[src/rtl/fetch_sequencer_if.sv]
// Fetch-side bundle: PC redirect and stall controls, instruction memory port,
// and the decode-facing valid/ready stream.
interface fetch_sequencer_if;
  logic        fetch_en;
  logic        redirect_valid;
  logic [31:0] redirect_pc;
  logic [31:0] imem_pc;
  logic [31:0] imem_instr;
  logic        out_valid;
  logic        out_ready;
  logic [31:0] out_pc;
  logic [31:0] out_instr;
  logic        fetch_err;

  modport master (
    output fetch_en, redirect_valid, redirect_pc, imem_instr, out_ready,
    input  imem_pc, out_valid, out_pc, out_instr, fetch_err
  );

  modport slave (
    input  fetch_en, redirect_valid, redirect_pc, imem_instr, out_ready,
    output imem_pc, out_valid, out_pc, out_instr, fetch_err
  );
endinterface

[src/rtl/fetch_sequencer.sv]
// Instruction fetch controller: owns the fetch PC, fills a small prefetch FIFO
// from a combinational-read memory and halts on a bad fetch address.
module fetch_sequencer #(
  parameter logic [31:0] RESET_PC  = 32'h0000_0000,
  parameter int          MEM_BYTES = 64,
  parameter int          DEPTH     = 2
) (
  input logic              clk,
  input logic              reset_n,
  fetch_sequencer_if.slave bus
);
  localparam int              AW         = $clog2(DEPTH);
  localparam int              CW         = AW + 1;
  localparam logic [31:0]     LAST_PC    = 32'(MEM_BYTES - 4);
  localparam logic [CW-1:0]   FULL_COUNT = CW'(DEPTH);

  typedef enum logic {RUN, HALT} state_t;

  state_t        state_reg, state_next;
  logic [31:0]   fpc_reg, fpc_next;
  logic [CW-1:0] count_reg, count_next;
  logic [AW-1:0] rd_ptr_reg, rd_ptr_next;
  logic [AW-1:0] wr_ptr_reg, wr_ptr_next;
  logic          err_reg, err_next;
  logic          push, pop, valid, fpc_legal;

  logic [31:0]   pc_mem    [DEPTH];
  logic [31:0]   instr_mem [DEPTH];

  // The range check also catches the wrap of fpc + 4 past 2^32.
  assign fpc_legal = (fpc_reg[1:0] == 2'b00) && (fpc_reg <= LAST_PC);
  assign valid     = (count_reg != '0);

  always_comb begin
    state_next  = state_reg;
    fpc_next    = fpc_reg;
    count_next  = count_reg;
    rd_ptr_next = rd_ptr_reg;
    wr_ptr_next = wr_ptr_reg;
    err_next    = err_reg;
    push        = 1'b0;
    pop         = valid && bus.out_ready;

    if (state_reg == RUN && bus.redirect_valid) begin
      // Redirect wins over everything: a concurrent pop is dropped with the flush.
      pop         = 1'b0;
      count_next  = '0;
      rd_ptr_next = '0;
      wr_ptr_next = '0;
      fpc_next    = bus.redirect_pc;
    end else begin
      if (state_reg == RUN && !fpc_legal) begin
        state_next = HALT;
        err_next   = 1'b1;
      end
      push = (state_reg == RUN) && bus.fetch_en && fpc_legal &&
             ((count_reg < FULL_COUNT) || pop);
      if (push) begin
        wr_ptr_next = wr_ptr_reg + AW'(1);
        fpc_next    = fpc_reg + 32'd4;
      end
      if (pop) begin
        rd_ptr_next = rd_ptr_reg + AW'(1);
      end
      count_next = count_reg + CW'(push) - CW'(pop);
    end
  end

  always_ff @(posedge clk) begin
    if (!reset_n) begin
      state_reg  <= RUN;
      fpc_reg    <= RESET_PC;
      count_reg  <= '0;
      rd_ptr_reg <= '0;
      wr_ptr_reg <= '0;
      err_reg    <= 1'b0;
    end else begin
      state_reg  <= state_next;
      fpc_reg    <= fpc_next;
      count_reg  <= count_next;
      rd_ptr_reg <= rd_ptr_next;
      wr_ptr_reg <= wr_ptr_next;
      err_reg    <= err_next;
    end
  end

  // Entry storage needs no reset; the outputs are masked while the FIFO is empty.
  always_ff @(posedge clk) begin
    if (reset_n && push) begin
      pc_mem[wr_ptr_reg]    <= fpc_reg;
      instr_mem[wr_ptr_reg] <= bus.imem_instr;
    end
  end

  assign bus.imem_pc   = fpc_reg;
  assign bus.out_valid = valid;
  assign bus.out_pc    = valid ? pc_mem[rd_ptr_reg]    : 32'd0;
  assign bus.out_instr = valid ? instr_mem[rd_ptr_reg] : 32'd0;
  assign bus.fetch_err = err_reg;
endmodule

[src/flat_wrapper.sv]
// flat-port wrapper written by rule: the top's interface ports become plain ports
module fetch_sequencer_flat 
#(
  parameter logic [31:0] RESET_PC  = 32'h0000_0000,
  parameter int          MEM_BYTES = 64,
  parameter int          DEPTH     = 2
)
  (clk, reset_n, bus_fetch_en, bus_redirect_valid, bus_redirect_pc, bus_imem_instr, bus_out_ready, bus_imem_pc, bus_out_valid, bus_out_pc, bus_out_instr, bus_fetch_err);
  fetch_sequencer_if bus_i ();
  input logic clk;
  input logic reset_n;
  input wire logic [$bits(bus_i.fetch_en)-1:0] bus_fetch_en;
  input wire logic [$bits(bus_i.redirect_valid)-1:0] bus_redirect_valid;
  input wire logic [$bits(bus_i.redirect_pc)-1:0] bus_redirect_pc;
  input wire logic [$bits(bus_i.imem_instr)-1:0] bus_imem_instr;
  input wire logic [$bits(bus_i.out_ready)-1:0] bus_out_ready;
  output wire logic [$bits(bus_i.imem_pc)-1:0] bus_imem_pc;
  output wire logic [$bits(bus_i.out_valid)-1:0] bus_out_valid;
  output wire logic [$bits(bus_i.out_pc)-1:0] bus_out_pc;
  output wire logic [$bits(bus_i.out_instr)-1:0] bus_out_instr;
  output wire logic [$bits(bus_i.fetch_err)-1:0] bus_fetch_err;
  assign bus_i.fetch_en = bus_fetch_en;
  assign bus_i.redirect_valid = bus_redirect_valid;
  assign bus_i.redirect_pc = bus_redirect_pc;
  assign bus_i.imem_instr = bus_imem_instr;
  assign bus_i.out_ready = bus_out_ready;
  assign bus_imem_pc = bus_i.imem_pc;
  assign bus_out_valid = bus_i.out_valid;
  assign bus_out_pc = bus_i.out_pc;
  assign bus_out_instr = bus_i.out_instr;
  assign bus_fetch_err = bus_i.fetch_err;
  fetch_sequencer #(.RESET_PC(RESET_PC), .MEM_BYTES(MEM_BYTES), .DEPTH(DEPTH)) u_core (.clk(clk), .reset_n(reset_n), .bus(bus_i));
endmodule
[config.mk]
export PLATFORM = sky130hd
export DESIGN_NAME = fetch_sequencer_flat
export DESIGN_NICKNAME = d
export VERILOG_FILES = /design/src/rtl/fetch_sequencer_if.sv /design/src/rtl/fetch_sequencer.sv /design/src/flat_wrapper.sv
export SDC_FILE = /design/constraint.sdc
export NUM_CORES = 1
export LEC_CHECK = 0
export BUFFER_PORTS_ARGS = -buffer_cell sky130_fd_sc_hd__buf_2
export CAP_MARGIN = 20
export CORE_UTILIZATION = 52
export DETAILED_ROUTE_END_ITERATION = 8
export PLACE_DENSITY = 0.79
export SYNTH_ARGS = -nofsm -noshare
export SYNTH_HDL_FRONTEND = slang
export SYNTH_SLANG_ARGS = --single-unit
[constraint.sdc]
create_clock -name clk -period 9 [get_ports clk]
set_input_delay 0.9 -clock clk [delete_from_list [all_inputs] [get_ports clk]]
set_output_delay 0.9 -clock clk [all_outputs]
set_load 0.005 [all_outputs]
==> impl_metrics.yaml <==
status:
  outcome: "finished clean"
sta:
  grt_setup_unrepaired: "false"
  holdWs_ns: 0.499
  setup_violations: 0
  slew_headroom_pct: 40.0
  fin_crit_sh_pct: 34.3
  report.final.slew_viol_count: 0
  worst_slew_pin_slew_ns: 0.901
  fmax_ghz: 0.324
  skew_ns: 0.0129
  hold_viol: 0
  tns_ns: 0
  finalCriticalPeriod_ns: 3.09
finish:
  antenna_cells: 0
  nFillCells: 895
  drive_gt1_share_pct: 31.8
  final_area_sq_mm: 0.00798
  area_growth_pct: 24.5
  fin_nets: 704
synthesis:
  synthTopCellsByArea: "edfxtp_1, dfxtp_1, mux2i_1"
  syn_inst: 467
  synth_edf_count: 128
  syn_nets: 539
  synthArstFlopShare_pct: 0
  ys.flop_type: "edfxtp_1"
  synth_common_cells: "edfxtp_1, nor2_1, mux2i_1"
  synth.most_common_cell: "edfxtp_1"
  synth_area_sq_mm: 0.00641
  synth_seq_area_share_pct: 71.8
  synth_seq_cells: 166
  avgSynthCellArea_sq_um: 13.7
  synth_cell_types: 33
  yosysTopAreaCellShare_pct: 59.9
  synth_top_cell_by_area: "edfxtp_1"
  synth_warnings: 0
clocking:
  postCtsHoldBufs: 0
  cts_buffer_depth: 2
  cts_buffers: 17
  insertion_delay_ns: 0.41
  cts_resized: 0
  cts-root-buf: "clkbuf_16"
  cts_tree: "built"
  clkTransAtPathRegs_ns: 0.06
  cts_setup_buffers: 0
  cts-htree-levels: 4
  cts_num_sinks: 166
detailed_routing:
  wirelength_um: 13100
  via_per_inst: 5.31
  wl_per_cell_um: 16.6
  drc: 0
  first_iter_violations: 236
  vias: 4207
  dr.pass1.iters: 4
  antenna_left: 0
global_route:
  grtUsageTotal_pct: 20.9
  grt_first_pass_wirelength_um: 19900
  grt_max_degree: 65
  grt_pass1_vias: 4008
  gr-total-overflow: 0
  antenna_found_initial: 0
critical_path:
  worstPathRequired_ns: 9.03
  reg2regPathDepth: 4
  worstSetupEndpointType: "flip-flop"
  startpoint_type: "flip-flop"
  critical_path_class: "flip-flop to flip-flop"
  arrival_ns: 3.11
  crit_path_max_fanout: 64
die:
  die_h_um: 113
  core_sq_mm: 0.0120
  rows: 40
  ioPinCount: 167
  die_area_sq_mm: 0.0128
  initial_utilization_pct: 53.4
  die_x_um: 113
placed_design:
  dp_hpwl_um: 8520
  io_buffer_count: 166
  place.gp.congestion: 0.803
  place_area_sq_mm: 0.00738
hold_path:
  min_path_type: "flip-flop to flip-flop"
  min_path_cells: 0
flow_run:
  cap_viol_max_count: 0
power:
  power_per_cell_area_mw_per_mm2: 204
  leakagePower_nw: 3.07
  ir_drop_mv: 0.119
-- kinds of logic after synthesis --
kind of cell | count (synthesis) | synth area share [%]
muxes | 64 | 9.99
buffers and inverters | 31 | 2.07
xor gates and xnor gates | 3 | 0.410
and+or+nand+nor | 156 | 10.2
adders and majority gates | 3 | 0.585
DFF | 166 | 71.8
AOI/OAI and AO/OA | 44 | 4.96
-- path summary, 6_finish.rpt --
path,from,to,slack [ns]
max,u_core.bus.imem_pc[31]$_SDFFE_PN0P_,u_core.instr_mem[1][11]$_DFFE_PP_,5.91
min reg2reg,u_core.bus.imem_pc[21]$_SDFFE_PN0P_,u_core.pc_mem[0][21]$_DFFE_PP_,0.50
max reg2reg,u_core.bus.imem_pc[31]$_SDFFE_PN0P_,u_core.instr_mem[1][11]$_DFFE_PP_,5.91
min,u_core.bus.imem_pc[21]$_SDFFE_PN0P_,u_core.pc_mem[0][21]$_DFFE_PP_,0.50
-- cell type report --
| class | count | area [sq um] | share of cell area [%] |
|---|---|---|---|
| flip-flops and latches | 166 | 4610 | 57.7 |
| clock inverters | 9 | 105 | 1.32 |
| inverters | 5 | 18.8 | 0.235 |
| repair buffers | 172 | 903 | 11.3 |
| clock buffers | 23 | 469 | 5.88 |
| well taps | 147 | 184 | 2.30 |
| multi-input cells | 270 | 1690 | 21.2 |
-- cells in the final DEF (no fill, tap or decap), types with 2 or more instances in the layout --
cell / instances
bufinv_16: 2
edfxtp_1: 128
a21boi_0: 27
o21ai_0: 5
nor3_1: 3
or4_1: 4
nor4_1: 8
buf_2: 166
nand3_1: 2
buf_4: 4
and2_1: 2
clkinv_2: 2
mux2i_1: 64
nand2_1: 56
clkbuf_16: 18
dfxtp_1: 37
nor2_1: 73
a21oi_1: 2
nand4_1: 2
clkbuf_1: 5
ha_1: 3
o31ai_1: 3
xnor2_1: 3
inv_1: 5
clkinvlp_4: 3
a31oi_1: 2
-- layer usage --
layer	routed length, um	track usage, %	part of all wire [%]
met5	0	0	0
met4	240	8.51	1.8
met3	925	5.95	7.0
met2	6260	33.5	48
met1	5710	26.9	43
-- metrics by stage --
stage	std cells	power [mW]	utilization, %	setup WS [ns]
final	792	1.63	66.4	5.91
after global routing	792	1.68	66.4	5.71
after CTS	791	1.64	66.2	5.90
after detailed placement	759	0.944	61.4	5.91
after global placement	758	0.939	61.3	6.15
after floorplan	467	0.900	-	2.30
-- power by group --
group	total, mW	internal (mW)	switching (mW)
Combinational	0.0795	0.0345	0.0451
Clock	0.700	0.424	0.276
Sequential	0.848	0.835	0.0128
Total	1.63	1.29	0.334
-- critical path, stage by stage, from the launching register on --
cell	delay, ns
dfxtp_1	0.35
nor4_1	0.45
nand4_1	0.52
nor3_1	0.46
and4_4	0.90
No activity file was read; power rests on OpenSTA's default activity.
